File: config.mk
export PLATFORM = sky130hd
export DESIGN_NAME = mips_fetch_stage
export DESIGN_NICKNAME = d
export VERILOG_FILES = /design/src/rtl/mips_pkg.sv /design/src/rtl/mips_fetch_stage_if_id_reg.sv /design/src/rtl/mips_fetch_stage.sv
export SDC_FILE = /design/constraint.sdc
export NUM_CORES = 1
export LEC_CHECK = 0
export ABC_AREA = 1
export BUFFER_PORTS_ARGS = -buffer_cell sky130_fd_sc_hd__clkbuf_2
export CORE_MARGIN = 1
export CORE_UTILIZATION = 56
export CTS_CLUSTER_DIAMETER = 200
export CTS_CLUSTER_SIZE = 14
export DETAILED_ROUTE_END_ITERATION = 10
export PLACE_DENSITY = 0.8
export SYNTH_ARGS = -nofsm -noshare
export SYNTH_HDL_FRONTEND = slang
export SYNTH_HIERARCHICAL = 1
export SYNTH_SLANG_ARGS = --single-unit
File: constraint.sdc
create_clock -name clk -period 4.1 [get_ports clk]
set_clock_uncertainty 0.2 [all_clocks]
set_input_delay 0.205 -clock clk [delete_from_list [all_inputs] [get_ports clk]]
set_output_delay 0.205 -clock clk [all_outputs]
set_load 0.05 [all_outputs]
File: src/rtl/mips_pkg.sv
// Shared types and constants for the MIPS pipeline front end.
// Imported by the fetch stage and its IF/ID register.
package mips_pkg;

    typedef enum logic [1:0] {
        FETCH,
        WAIT,
        HOLD,
        DRAIN
    } fetch_state_e;

    localparam logic [31:0] NOP_INSTR    = 32'h0000_0000;
    localparam logic [31:0] RESET_PC_DEF = 32'h0000_0000;

endpackage

File: src/rtl/mips_fetch_stage_if_id_reg.sv
// IF/ID pipeline register with stall hold and flush.
// Flush wins over stall; an empty slot always carries a NOP.
module if_id_reg
    import mips_pkg::*;
#(
    parameter int ADDR_W = 32
) (
    input  logic              clk,
    input  logic              rst,
    input  logic              stall,
    input  logic              flush,
    input  logic              load,
    input  logic [ADDR_W-1:0] in_pc,
    input  logic [31:0]       in_instr,
    output logic              valid,
    output logic [ADDR_W-1:0] pc,
    output logic [ADDR_W-1:0] pc4,
    output logic [31:0]       instr
);

    logic              valid_d, valid_q;
    logic [ADDR_W-1:0] pc_d, pc_q;
    logic [ADDR_W-1:0] pc4_d, pc4_q;
    logic [31:0]       instr_d, instr_q;

    always_comb begin
        valid_d = valid_q;
        pc_d    = pc_q;
        pc4_d   = pc4_q;
        instr_d = instr_q;
        if (flush) begin
            valid_d = 1'b0;
            instr_d = NOP_INSTR;
        end else if (!stall) begin
            if (load) begin
                valid_d = 1'b1;
                pc_d    = in_pc;
                pc4_d   = in_pc + ADDR_W'(4);
                instr_d = in_instr;
            end else begin
                valid_d = 1'b0;
                instr_d = NOP_INSTR;
            end
        end
    end

    always_ff @(posedge clk or posedge rst) begin
        if (rst) begin
            valid_q <= 1'b0;
            pc_q    <= '0;
            pc4_q   <= '0;
            instr_q <= NOP_INSTR;
        end else begin
            valid_q <= valid_d;
            pc_q    <= pc_d;
            pc4_q   <= pc4_d;
            instr_q <= instr_d;
        end
    end

    assign valid = valid_q;
    assign pc    = pc_q;
    assign pc4   = pc4_q;
    assign instr = instr_q;

endmodule

File: src/rtl/mips_fetch_stage.sv
// Instruction fetch: PC, one-outstanding imem handshake, skid buffer
// for stalls and redirect handling, feeding the IF/ID register.
module mips_fetch_stage
    import mips_pkg::*;
#(
    parameter int                ADDR_W   = 32,
    parameter logic [ADDR_W-1:0] RESET_PC = ADDR_W'(RESET_PC_DEF)
) (
    input  logic              clk,
    input  logic              rst,
    output logic              imem_req,
    output logic [ADDR_W-1:0] imem_addr,
    input  logic              imem_gnt,
    input  logic              imem_rvalid,
    input  logic [31:0]       imem_rdata,
    input  logic              stall,
    input  logic              redirect,
    input  logic [ADDR_W-1:0] redirect_pc,
    output logic              id_valid,
    output logic [ADDR_W-1:0] id_pc,
    output logic [ADDR_W-1:0] id_pc4,
    output logic [31:0]       id_instr
);

    localparam logic [ADDR_W-1:0] PC_RST = {RESET_PC[ADDR_W-1:2], 2'b00};
    localparam logic [ADDR_W-1:0] ALIGN  = ~ADDR_W'(3);

    fetch_state_e      state_d, state_q;
    logic [ADDR_W-1:0] pc_d, pc_q;
    logic [ADDR_W-1:0] req_pc_d, req_pc_q;
    logic              buf_valid_d, buf_valid_q;
    logic [ADDR_W-1:0] buf_pc_d, buf_pc_q;
    logic [31:0]       buf_instr_d, buf_instr_q;

    logic              id_load;
    logic [ADDR_W-1:0] id_in_pc;
    logic [31:0]       id_in_instr;

    always_comb begin
        state_d     = state_q;
        pc_d        = pc_q;
        req_pc_d    = req_pc_q;
        buf_valid_d = buf_valid_q;
        buf_pc_d    = buf_pc_q;
        buf_instr_d = buf_instr_q;
        id_load     = 1'b0;
        id_in_pc    = req_pc_q;
        id_in_instr = imem_rdata;

        unique case (state_q)
            FETCH: begin
                if (imem_gnt) begin
                    pc_d     = pc_q + ADDR_W'(4);
                    req_pc_d = pc_q;
                    state_d  = WAIT;
                end
            end
            WAIT: begin
                if (imem_rvalid) begin
                    if (!stall) begin
                        id_load = 1'b1;
                        state_d = FETCH;
                    end else begin
                        buf_valid_d = 1'b1;
                        buf_pc_d    = req_pc_q;
                        buf_instr_d = imem_rdata;
                        state_d     = HOLD;
                    end
                end
            end
            HOLD: begin
                id_in_pc    = buf_pc_q;
                id_in_instr = buf_instr_q;
                if (!stall) begin
                    id_load     = 1'b1;
                    buf_valid_d = 1'b0;
                    state_d     = FETCH;
                end
            end
            DRAIN: begin
                if (imem_rvalid) begin
                    state_d = FETCH;
                end
            end
        endcase

        // A response still in flight after a redirect must be swallowed.
        if (redirect) begin
            pc_d        = redirect_pc & ALIGN;
            buf_valid_d = 1'b0;
            if ((state_q == FETCH && imem_gnt) ||
                (state_q == WAIT && !imem_rvalid)) begin
                state_d = DRAIN;
            end else begin
                state_d = FETCH;
            end
        end
    end

    always_ff @(posedge clk or posedge rst) begin
        if (rst) begin
            state_q     <= FETCH;
            pc_q        <= PC_RST;
            req_pc_q    <= PC_RST;
            buf_valid_q <= 1'b0;
            buf_pc_q    <= '0;
            buf_instr_q <= NOP_INSTR;
        end else begin
            state_q     <= state_d;
            pc_q        <= pc_d;
            req_pc_q    <= req_pc_d;
            buf_valid_q <= buf_valid_d;
            buf_pc_q    <= buf_pc_d;
            buf_instr_q <= buf_instr_d;
        end
    end

    assign imem_req  = (state_q == FETCH) && !rst;
    assign imem_addr = pc_q;

    if_id_reg #(
        .ADDR_W(ADDR_W)
    ) u_if_id (
        .clk     (clk),
        .rst     (rst),
        .stall   (stall),
        .flush   (redirect),
        .load    (id_load),
        .in_pc   (id_in_pc),
        .in_instr(id_in_instr),
        .valid   (id_valid),
        .pc      (id_pc),
        .pc4     (id_pc4),
        .instr   (id_instr)
    );

endmodule

==> flow_metrics.py, run 1 <==
metrics = {
    "cells_and_area": {
        "finish.utilization_pct": 69.6,
        "layout_commonest_cell": "nand2_1",
        "drive_gt1_share_pct": 15.8,
        "diodes": 0,
        "synthToLayoutAreaGrowth_pct": 20.9,
        "fin_cells": 1902,
        "final_cell_mix": "nand2_1, dfrtp_1, clkbuf_2, o21ai_0, inv_1",
        "final_cell_area_um2": 13100,
        "fin_nets": 1719,
    },
    "critical_path": {
        "cp.depth": 10,
        "crit_chain": "inv_1 > ha_4 > buf_4 > nand2_1 > o21ai_0 > nand2_1 > nor3b_1 > nand2_1 > nand2_1 > nand2_1",
        "cpMaxStageDelayCell": "buf_4",
        "critPathMaxFanout": 78,
        "rr_worst_depth": 10,
        "slowest_delay_ns": 0.63,
        "endpoint_kind": "flip-flop",
        "regToRegStartpoint": "state_q[0]",
        "critPathMostFrequentCell": "nand2_1",
        "path_buf_inv": 2,
        "crit_family": "simple AND/OR/NAND/NOR gates",
        "critPathRequiredTime_ns": 4.28,
        "r2r_end": "u_if_id/pc4[25]",
        "rrSetupSlack_ns": 0.95,
        "crit_arrival_ns": 3.33,
        "cp-start-kind": "flip-flop",
        "worstSetupPathType": "reg -> reg",
    },
    "routing": {
        "drc_errors": 0,
        "drtAntennaViolNets": 0,
        "via_count": 10100,
        "drt-total-wl_um": 28300,
        "drtPass1Iterations": 6,
        "drt_iter0_drc": 826,
        "viasPerCell": 5.29,
        "wl_per_cell_um": 14.9,
    },
    "floorplanning": {
        "start_util_pct": 57.6,
        "rows": 50,
        "fp.dieH_um": 141,
        "die_w_um": 141,
        "core_um2": 18900,
        "ios": 200,
        "die-area_um2": 20000,
    },
    "timing": {
        "rsz0062_at_grt": "no",
        "fin_crit_ns": 3.15,
        "setup_viol_count_final": 0,
        "hold_viol": 0,
        "fin_crit_sh_pct": 76.9,
        "slew_headroom_pct": 38.7,
        "tightest_slew_ns": 0.919,
        "slew_viol_final": 0,
        "hold_ws_ns": 0.152,
        "finalSetupTns_ns": 0,
        "fmax_mhz": 317,
    },
    "pwr": {
        "swShare_pct": 47.0,
        "powerDensity_nw_per_um2": 679,
        "netSwitchingPower_mw": 4.20,
        "p_seq_share_pct": 38.6,
        "vdd_ir_drop_max_mv": 0.323,
        "power.leakage_nw": 6.72,
        "combPwrFrac_pct": 43.9,
        "p_int_mw": 4.73,
        "clkPwrFrac_pct": 17.5,
    },
    "synth": {
        "synth_seq_area_share_pct": 50.4,
        "synth_area_um2": 10900,
        "syn_avg_cell_area_um2": 7.71,
        "synth_warnings": 6,
        "syn_inst": 1410,
        "ys_seq_elements": 219,
        "yosysUniqueCellTypes": 32,
    },
    "clocking": {
        "cts.reportedPaths.clkPinSlew_ns": 0.07,
        "clk_latency_ns": 0.49,
        "post-cts-setup-buffers": 0,
        "cts_sinks": 219,
        "clock-root-buffer": "clkbuf_16",
        "cts_buffers": 19,
        "cts_tree": "yes",
        "htree_num_levels": 1,
        "cts_buffer_depth": 3,
    },
    "place": {
        "gp_congestion": 0.911,
        "dp_hpwl_um": 18600,
        "placed_cells": 1814,
        "place_area_um2": 12000,
        "io_buffers": 195,
    },
    "job": {
        "max-cap-violations": 0,
    },
    "global_route": {
        "grt_pass1_wl_um": 46200,
        "overflow": 0,
        "grt_usage_pct": 28.8,
        "grt_pass1_vias": 9396,
        "antenna_found_initial": 0,
        "grt_max_degree": 79,
    },
    "outcome": {
        "outcome": "finished clean",
    },
    "worst_hold_path": {
        "whs_path_depth": 5,
        "min_to": "req_pc_q[3]",
        "hold_path_class": "in -> reg",
        "hold_start": "imem_gnt",
    },
}
-- per-stage QoR --
stage / worst slack, ns / total power [mW]
3_5_place_dp: 1.02 / 7.29
5_1_grt: 0.623 / 9.53
6_report: 0.946 / 8.93
2_1_floorplan: 0.396 / 6.31
4_1_cts: 0.989 / 8.95
3_3_place_gp: 1.08 / 7.18
-- metal layers --
metal / vias to the layer above / routed length [µm] / GRT usage [%]
li1: 4936 / - / -
met1: 4694 / 12700 / 41.2
met2: 374 / 13000 / 45.2
met3: 62 / 1670 / 3.58
met4: 0 / 819 / 10.7
met5: - / 0 / 0
-- power groups by stage --
stage          clock, mW  sequential, mW  combinational (mW)
2_1_floorplan          0            4.59                1.72
3_3_place_gp           0            3.45                3.73
3_5_place_dp           0            3.47                3.82
4_1_cts             1.60            3.44                3.91
5_1_grt             1.69            3.54                4.30
6_report            1.56            3.45                3.93
-- cell type report --
cell class,count,area [µm²]
sequential,219,5480
fill,1551,5750
inverter,156,591
multi-input combinational,972,4510
clock buffer,19,475
clock inverter,1,7.51
timing repair buffer,275,1760
tap,260,325
-- cell families after synthesis --
kind of cell	Yosys count	synth area share, %
AOI/OAI and AO/OA	237	12.6
xor gates and xnor gates	6	0.483
adders and majority gates	6	0.690
buffers and inverters	222	8.49
DFF	219	50.4
other	1	0.0345
and+or+nand+nor	719	27.3
-- how the worst max path moves through the flow --
stage               start               to
6_report       state_q[0]  u_if_id/pc4[25]
2_1_floorplan         rst   buf_instr_q[0]
3_5_place_dp   state_q[0]  u_if_id/pc4[25]
5_1_grt        state_q[0]  u_if_id/pc4[25]
3_3_place_gp   state_q[0]  u_if_id/pc4[24]
4_1_cts        state_q[0]  u_if_id/pc4[25]
-- state kept, by name (all words and copies together) (netlist names) --
name,count
u_if_id/instr,32
buf_instr_q,32
req_pc_q,30
u_if_id/pc,32
imem_addr,30
buf_pc_q,30
state_q,2
u_if_id/pc4,30
u_if_id/valid,1
-- Yosys cell counts --
cell      number  area share (%)
o221ai_1       2            0.16
nand2_4        2            0.21
nor2_2        11            0.63
nor3_1         4            0.18
buf_6          4            0.41
a21oi_1        4            0.18
buf_2         24             1.1
buf_4          8            0.55
nand2_2        3            0.17
a31oi_1        1           0.058
clkbuf_1      30             1.0
dfrtp_1      219              50
nand3_1       75             3.5
nand4_1        7            0.40
nand3b_1       1           0.069
xnor2_1        2            0.16
conb_1         1           0.034
nand2_1      514              18
nor2_1        88             3.0
nor2_4         8            0.83
and2_1         2            0.12
o21ai_1        5            0.23
o211ai_1       5            0.35
a32o_1        32             2.9
nor3b_1        2            0.14
ha_1           6            0.69
xor2_1         4            0.32
nand3_4        1            0.16
inv_1        154             5.3
inv_2          2           0.069
nor2_8         1            0.18
o21ai_0      188             8.7
-- repair_timing --
item,4_1_cts,5_1_grt
gates resized for setup,0,0
endpoints found under the hold margin,229,0
hold buffers,68,0
-- worst min-delay path: cells and delay by family --
kind,cells,cell delay (ns)
buf+inv,2,0.36
simple gates,2,0.15
compound gates,1,0.06
Note: power is estimated with default switching activity, not from simulation.
==> run 2, diff against run 1 <==
CORE_UTILIZATION = 51   (was 56)
PLACE_DENSITY = 0.77   (was 0.8)
clock period = 2.7 ns   (was 4.1 ns; I/O delays follow)
==> flow_metrics.py, run 2 (synthesis results as in run 1) <==
metrics = {
    "timing": {
        "tightest_slew_ns": 0.726,
        "finalSetupTns_ns": 0,
        "fin_crit_sh_pct": 94.2,
        "rsz0062_at_grt": "no",
        "slew_headroom_pct": 51.5,
        "fin_crit_ns": 2.54,
        "hold_viol": 0,
        "fmax_mhz": 393,
        "slew_viol_final": 0,
        "setup_viol_count_final": 0,
    },
    "place": {
        "io_buffers": 195,
        "gp_congestion": 0.949,
        "placed_cells": 1873,
        "dp_hpwl_um": 20100,
    },
    "clocking": {
        "cts_buffer_depth": 3,
        "clk_latency_ns": 0.50,
        "clock-root-buffer": "clkbuf_16",
        "htree_num_levels": 1,
        "cts_sinks": 219,
        "cts_tree": "yes",
        "cts.reportedPaths.clkPinSlew_ns": 0.07,
        "cts_buffers": 19,
        "post-cts-setup-buffers": 0,
    },
    "critical_path": {
        "crit_chain": "inv_1 > ha_4 > buf_12 > o21ai_0 > buf_4 > nand2_1 > nor2_1 > nand2_1 > nor2_1 > nand2_1 > nand2_1 > o21ai_1",
        "cp-startpoint": "state_q[0]",
        "regToRegStartpoint": "state_q[0]",
        "rrSetupSlack_ns": 0.16,
        "rr_worst_depth": 12,
        "endpoint_kind": "flip-flop",
        "crit_end": "u_if_id/pc4[12]",
        "cpMaxStageDelayCell": "dfrtp_1",
        "worstSetupPathType": "reg -> reg",
        "cp-start-kind": "flip-flop",
        "critPathMostFrequentCell": "nand2_1",
        "crit_arrival_ns": 2.72,
        "critPathMaxFanout": 18,
        "slowest_delay_ns": 0.40,
        "r2r_end": "u_if_id/pc4[12]",
        "critPathRequiredTime_ns": 2.87,
    },
    "routing": {
        "drtAntennaViolNets": 0,
        "wl_per_cell_um": 14.8,
        "viasPerCell": 5.20,
        "drc_errors": 0,
        "drtPass1Iterations": 6,
        "via_count": 10200,
        "drt_iter0_drc": 714,
        "drt-total-wl_um": 29100,
    },
    "global_route": {
        "grt_util_met1_pct": 38.3,
        "gr-max-usage-layer": "met2",
        "overflow": 0,
        "grt_pass1_wl_um": 47300,
        "grt_usage_pct": 26.8,
        "grt_use_met2_pct": 43.2,
        "antenna_found_initial": 0,
        "grt_pass1_vias": 9475,
        "grt_max_degree": 96,
        "grt_util_met3_pct": 3.02,
    },
    "pwr": {
        "combPwrFrac_pct": 45.8,
        "p_seq_share_pct": 37.3,
        "swShare_pct": 46.2,
        "power.leakage_nw": 6.98,
        "powerDensity_nw_per_um2": 1030,
        "clkPwrFrac_pct": 16.9,
        "p_int_mw": 7.58,
        "netSwitchingPower_mw": 6.50,
        "vdd_ir_drop_max_mv": 0.461,
    },
    "cells_and_area": {
        "register_area_um2": 5480,
        "synthToLayoutAreaGrowth_pct": 25.4,
        "fin_nets": 1765,
        "nFillCells": 1791,
        "fin_cells": 1963,
        "diodes": 0,
        "drive_gt1_share_pct": 18.1,
        "layout_commonest_cell": "nand2_1",
        "multi_input_area_um2": 4520,
        "final_cell_mix": "nand2_1, dfrtp_1, clkbuf_2, o21ai_0, inv_1",
    },
    "floorplanning": {
        "core_um2": 21000,
        "rows": 53,
        "die-area_um2": 21900,
        "start_util_pct": 51.9,
        "ios": 200,
        "die_w_um": 148,
        "fp.dieH_um": 148,
    },
    "job": {
        "max-cap-violations": 0,
    },
    "outcome": {
        "outcome": "finished clean",
    },
    "worst_hold_path": {
        "hold_path_class": "in -> reg",
    },
}
run 2: changes by cell type in the layout (fill, tap and decap cells not counted):
cell	delta
inv_4	-2
buf_12	+8
nor2_1	-2
buf_4	+36
nor2_4	+2
o21ai_0	-6
dlygate4sd3_1	+2
clkinvlp_4	+2
o21ai_1	+6
run 2: power by group through the flow:
stage / clock [mW] / combinational, mW / sequential [mW]
after global routing: 2.54 / 7.06 / 5.39
final: 2.38 / 6.45 / 5.25
after CTS: 2.44 / 6.42 / 5.24
after global placement: 0 / 6.18 / 5.23
after detailed placement: 0 / 6.29 / 5.28
after floorplan: 0 / 2.61 / 6.98
run 2: critical path: cells and delay by family (launching register included):
kind,cells,cell delay (ns)
compound gates,2,0.39
simple gates,6,0.79
flops,1,0.40
buf+inv,3,0.46
fa+ha+maj,1,0.21
run 2: final cells by class:
cell class / count / area share (%)
Multi-Input combinational cell: 972 / 33.2
Clock inverter: 1 / 0.0551
Inverter: 156 / 4.35
Sequential cell: 219 / 40.2
Tap cell: 275 / 2.52
Clock buffer: 19 / 3.49
Timing Repair Buffer: 321 / 16.2
run 2: how the worst min path moves through the flow:
stage	slack, ns	to	cells after the start	start
finish	0.04	imem_addr[5]	3	redirect
global route	0.09	u_if_id/pc[7]	4	redirect
CTS	0.02	u_if_id/pc[7]	4	redirect
detailed placement	0.13	req_pc_q[7]	2	rst
global placement	0.13	req_pc_q[7]	2	rst
floorplan	0.06	imem_addr[4]	2	redirect_pc[4]
run 2: what timing repair did:
action / 4_1_cts / 5_1_grt
resized for setup: 0 / 10
hold endpoints to repair: 221 / 0
endpoints found under the setup margin: 0 / 9
hold buffers: 70 / 0
run 2: per-layer routing:
metal / share of wire (%) / wire [µm] / up-vias
met5: 0 / 0 / -
met1: 45 / 13200 / 4785
met3: 5.6 / 1630 / 54
met4: 2.2 / 634 / 0
li1: - / - / 5015
met2: 47 / 13600 / 350
run 2: per-stage QoR:
| step | setup slack, ns | hold slack (ns) | utilization [%] | instance area [µm²] | power, mW |
|---|---|---|---|---|---|
| CTS | 0.104 | 0.0204 | 65.0 | 13600 | 14.1 |
| finish | 0.156 | 0.0421 | 65.1 | 13600 | 14.1 |
| detailed placement | 0.177 | 0.125 | 59.3 | 12400 | 11.6 |
| global route | 0.000231 | 0.0895 | 65.1 | 13600 | 15.0 |
| global placement | 0.224 | 0.125 | 59.3 | 12400 | 11.4 |
| floorplan | 0.0805 | 0.0618 | - | 10900 | 9.58 |
